File: src/rtl/stream_demux_pkg.sv
// Shared types and constants for the stream demultiplexer and its output slots.
package stream_demux_pkg;

    typedef enum logic [1:0] {
        IDLE    = 2'd0,
        ROUTE_A = 2'd1,
        ROUTE_B = 2'd2
    } state_t;

    localparam logic SEL_A  = 1'b0;
    localparam logic SEL_B  = 1'b1;
    localparam int   NUM_CH = 2;

endpackage

File: src/rtl/demux_out_slot.sv
// One-entry output holding register with valid/ready handshake.
module demux_out_slot #(
    parameter int WIDTH = 8
) (
    input  logic             clk,
    input  logic             rst_n,
    input  logic             load,
    input  logic [WIDTH-1:0] load_data,
    input  logic             load_last,
    input  logic             ready,
    output logic [WIDTH-1:0] data,
    output logic             valid,
    output logic             last,
    output logic             can_accept
);

    logic [WIDTH-1:0] data_reg;
    logic             valid_reg;
    logic             last_reg;

    // A slot draining this cycle can take a new beat on the same edge.
    assign can_accept = !valid_reg || ready;

    always_ff @(posedge clk or negedge rst_n) begin
        if (!rst_n) begin
            data_reg  <= '0;
            valid_reg <= 1'b0;
            last_reg  <= 1'b0;
        end else if (load) begin
            data_reg  <= load_data;
            valid_reg <= 1'b1;
            last_reg  <= load_last;
        end else if (ready) begin
            valid_reg <= 1'b0;
        end
    end

    assign data  = data_reg;
    assign valid = valid_reg;
    assign last  = last_reg;

endmodule

File: src/rtl/stream_demultiplexer.sv
// Routes each input packet to channel A or B, selected on its first beat.
module stream_demultiplexer
    import stream_demux_pkg::*;
#(
    parameter int WIDTH = 8,
    parameter int CNT_W = 8
) (
    input  logic             clk,
    input  logic             rst_n,
    input  logic [WIDTH-1:0] in_data,
    input  logic             in_valid,
    input  logic             in_last,
    input  logic             in_sel,
    output logic             in_ready,
    output logic [WIDTH-1:0] a_data,
    output logic             a_valid,
    output logic             a_last,
    input  logic             a_ready,
    output logic [WIDTH-1:0] b_data,
    output logic             b_valid,
    output logic             b_last,
    input  logic             b_ready,
    output logic [CNT_W-1:0] a_count,
    output logic [CNT_W-1:0] b_count
);

    state_t state_reg;
    state_t state_next;

    logic                  target_sel;
    logic                  accept;
    logic [NUM_CH-1:0]     slot_load;
    logic [NUM_CH-1:0]     slot_ready;
    logic [NUM_CH-1:0]     slot_valid;
    logic [NUM_CH-1:0]     slot_last;
    logic [NUM_CH-1:0]     slot_can;
    logic [WIDTH-1:0]      slot_data [NUM_CH];
    logic [CNT_W-1:0]      cnt_reg   [NUM_CH];

    assign slot_ready = {b_ready, a_ready};

    always_comb begin
        target_sel = in_sel;
        case (state_reg)
            IDLE:    target_sel = in_sel;
            ROUTE_A: target_sel = SEL_A;
            ROUTE_B: target_sel = SEL_B;
            default: target_sel = in_sel;
        endcase
    end

    // Only the channel currently being fed can stall the input.
    assign in_ready = rst_n && slot_can[target_sel];
    assign accept   = in_valid && in_ready;

    generate
        for (genvar gi = 0; gi < NUM_CH; gi++) begin : gen_ch
            assign slot_load[gi] = accept && (target_sel == 1'(gi));

            demux_out_slot #(
                .WIDTH (WIDTH)
            ) u_slot (
                .clk        (clk),
                .rst_n      (rst_n),
                .load       (slot_load[gi]),
                .load_data  (in_data),
                .load_last  (in_last),
                .ready      (slot_ready[gi]),
                .data       (slot_data[gi]),
                .valid      (slot_valid[gi]),
                .last       (slot_last[gi]),
                .can_accept (slot_can[gi])
            );
        end
    endgenerate

    always_ff @(posedge clk or negedge rst_n) begin
        if (!rst_n) begin
            state_reg <= IDLE;
        end else begin
            state_reg <= state_next;
        end
    end

    always_comb begin
        state_next = state_reg;
        case (state_reg)
            IDLE: begin
                if (accept && !in_last) begin
                    state_next = (target_sel == SEL_B) ? ROUTE_B : ROUTE_A;
                end
            end
            ROUTE_A, ROUTE_B: begin
                if (accept && in_last) begin
                    state_next = IDLE;
                end
            end
            default: state_next = IDLE;
        endcase
    end

    // Packets are counted when their last beat is accepted, saturating at all-ones.
    always_ff @(posedge clk or negedge rst_n) begin
        if (!rst_n) begin
            for (int i = 0; i < NUM_CH; i++) begin
                cnt_reg[i] <= '0;
            end
        end else begin
            for (int i = 0; i < NUM_CH; i++) begin
                if (slot_load[i] && in_last && (cnt_reg[i] != {CNT_W{1'b1}})) begin
                    cnt_reg[i] <= cnt_reg[i] + CNT_W'(1);
                end
            end
        end
    end

    assign a_data  = slot_data[0];
    assign a_valid = slot_valid[0];
    assign a_last  = slot_last[0];
    assign b_data  = slot_data[1];
    assign b_valid = slot_valid[1];
    assign b_last  = slot_last[1];
    assign a_count = cnt_reg[0];
    assign b_count = cnt_reg[1];

endmodule
File: config.mk
export PLATFORM = sky130hd
export DESIGN_NAME = stream_demultiplexer
export DESIGN_NICKNAME = d
export VERILOG_FILES = /design/src/rtl/stream_demux_pkg.sv /design/src/rtl/demux_out_slot.sv /design/src/rtl/stream_demultiplexer.sv
export SDC_FILE = /design/constraint.sdc
export NUM_CORES = 1
export LEC_CHECK = 0
export ABC_AREA = 0
export CAP_MARGIN = 20
export CORE_ASPECT_RATIO = 2
export CORE_MARGIN = 2
export CORE_UTILIZATION = 40
export CTS_CLUSTER_DIAMETER = 120
export DETAILED_ROUTE_END_ITERATION = 8
export PLACE_DENSITY = 0.7
export SLEW_MARGIN = 25
export SYNTH_ARGS = -nofsm -noshare
export SYNTH_HDL_FRONTEND = slang
export SYNTH_SLANG_ARGS = --single-unit
export TNS_END_PERCENT = 50
File: constraint.sdc
create_clock -name clk -period 3.6 [get_ports clk]
set_input_delay 0.72 -clock clk [delete_from_list [all_inputs] [get_ports clk]]
set_output_delay 0.72 -clock clk [all_outputs]
set_load 0.05 [all_outputs]
==> impl_metrics.py <==
metrics = {
    "run_status": {
        "status": "finished clean",
    },
    "timing": {
        "max_freq_ghz": 0.343,
        "worst_pin_slew_ns": 0.652,
        "grt_setup_unrepaired": "no",
        "min_period_ns": 2.91,
        "fin_setup_tns_ns": 0,
        "max_slew_margin_pct": 56.4,
        "finalSetupViolations": 0,
        "worst_clock_skew_ns": 0.00579,
        "fin_crit_sh_pct": 80.9,
        "finalHoldViolations": 0,
        "slew_violations": 0,
        "fin_ws_ns": 0.688,
    },
    "critical_path": {
        "slowest_stage": "clkdlybuf4s50_1",
        "r2r_cells": 6,
        "critPathLaunchType": "primary input",
        "end_kind": "output port",
        "worstPathMaxFanout": 6,
        "path_cells": "clkdlybuf4s50_1, mux2_4, mux2i_1, nor2b_1, buf_4",
        "cp.arrival_ns": 2.19,
        "critPathMaxStageDelay_ns": 0.45,
        "crit_required_ns": 2.88,
        "crit_type": "in -> out",
    },
    "synth": {
        "syn_inst": 137,
        "syn_area_um2": 1730,
        "synth_edf_count": 0,
        "synth_seq_cells": 38,
        "yosys-top-cells-area": "dfrtp_1, mux2_1, xor2_1",
        "synth_flop_cell": "dfrtp_1",
        "ys_types": 34,
        "yosysSeqAreaShare_pct": 54.9,
        "yosys_warnings": 0,
        "avgSynthCellArea_um2": 12.6,
        "synth_fp_nets": 156,
        "synthArstFlopShare_pct": 100,
        "synth_top_cell_by_area": "dfrtp_1",
        "yosysTopAreaCellShare_pct": 54.9,
    },
    "clock_tree": {
        "clk_latency_ns": 0.29,
        "cts_tree": "built",
        "cts_root_buf": "clkbuf_8",
        "cts_buffer_depth": 2,
        "cts_resized": 0,
        "cts_sinks": 38,
        "clk_pin_slew_worst_paths_ns": 0.07,
        "numCtsBuffers": 5,
        "cts_setup_buffers": 0,
        "htree_levels": 2,
        "ctsHoldBuffers": 0,
    },
    "die": {
        "ioPinCount": 52,
        "die_w_um": 50.5,
        "die-area_um2": 4900,
        "initial_core_util_pct": 41.9,
        "dieHeight_um": 97.1,
        "core_um2": 4130,
        "std_cell_rows": 33,
    },
    "route": {
        "drt_iter0_drc": 15,
        "vias_per_cell": 5.22,
        "wl_met3_um": 170,
        "wl_per_cell_um": 15.8,
        "top_layer_used": "met4",
        "first_pass_iters": 4,
        "met1_length_um": 1390,
        "wirelength_um": 3890,
        "met2_length_um": 2270,
        "num_vias": 1283,
        "antenna_left": 0,
        "drc": 0,
    },
    "placement": {
        "place_congestion": 0.771,
        "placed_area_um2": 2290,
        "placedCellCount": 238,
        "port_buffers": 51,
        "hpwl_um": 2970,
        "dp_slack_ns": 0.706,
    },
    "grt": {
        "overflow": 0,
        "antenna_found_initial": 0,
        "grt_pass1_wl_um": 6470,
        "grt_start_max_net_pins": 37,
        "grt.total_usage_pct": 17.5,
        "grt_pass1_vias": 1357,
    },
    "min_path": {
        "hold_path.class": "in -> async",
    },
    "power_and_ir_drop": {
        "p_per_area_nw_per_um2": 930,
        "irDropWorstVdd_uv": 504,
        "total_power_uw": 2210,
        "p_leak_uw": 0.00103,
    },
    "finish": {
        "final_cell_mix": "clkdlybuf4s50_1, dfrtp_1, xor2_1, nand2_1, mux2_1",
        "antenna_cells": 0,
        "fin_nets": 212,
        "stdcell_area_um2": 2380,
        "layout_commonest_cell": "clkdlybuf4s50_1",
        "layout-drive-gt1-share_pct": 13.4,
        "area_growth_pct": 37.6,
        "largest_reg_flops": 16,
        "layout.cells.non_filler": 246,
    },
    "job": {
        "cap_violations": 0,
    },
}
synthesized netlist by cell type, drive strengths merged, types with 3 or more instances:
library cell,count
o21ai,3
mux2,19
nor2,5
xor2,12
nand3,6
nor4,5
nor3,3
nor4b,3
nand2,10
ha,4
dfrtp,38
inv,4
power breakdown:
part           internal, uW  switching, uW  leakage, uW
Sequential              587            118     0.000478
Combinational           425            783     0.000502
Clock                   154            148    0.0000472
layout make-up:
cell class	count	area, um2
clock inverter	2	12.5
timing repair buffer	52	510
inverter	4	15.0
fill	357	1750
multi-input combinational	92	746
clock buffer	6	82.6
sequential	38	951
tap	52	65.1
stage by stage:
stage               hold WS [ns]  utilization, %
finish                     0.246            57.7
global route               0.236            57.7
CTS                        0.239            57.7
detailed placement         0.477            55.4
global placement           0.473            55.4
floorplan                  0.424               -
per-layer routing:
layer,track usage [%],vias to the layer above
li1,-,603
met5,0,-
met3,4.15,6
met2,32.0,39
met4,6.86,0
met1,18.5,635
kinds of logic (layout without fill, tap and decap cells):
group,Yosys count,after routing,synth area share [%]
AO/OA/AOI/OAI,11,11,4.26
buffers and inverters,7,64,2.02
multiplexers,20,20,13.2
adder cells (fa/ha/maj),4,4,2.89
flip-flops,38,38,54.9
XOR/XNOR,12,12,6.07
AND/OR/NAND/NOR,45,45,16.7
final timing paths:
check / slack [ns] / from / to
worst max-delay path: 0.69 / in_sel / in_ready
worst min-delay path: 0.25 / rst_n / state_reg[0]$_DFFE_PN0P_
worst max register to register: 1.26 / state_reg[1]$_DFFE_PN0P_ / a_count[1]$_DFFE_PN0P_
worst min register to register: 0.49 / gen_ch[0].u_slot.last$_DFFE_PN0P_ / gen_ch[0].u_slot.last$_DFFE_PN0P_
max in group asynchronous: 2.70 / rst_n / gen_ch[0].u_slot.data[6]$_DFFE_PN0P_
min in group clk: 0.49 / gen_ch[0].u_slot.last$_DFFE_PN0P_ / gen_ch[0].u_slot.last$_DFFE_PN0P_
critical path: cells and delay by family:
kind,cells,cell delay [ns]
buffers and inverters,2,0.66
muxes,2,0.72
and+or+nand+nor,1,0.09
(Power assumes the default switching activity.)
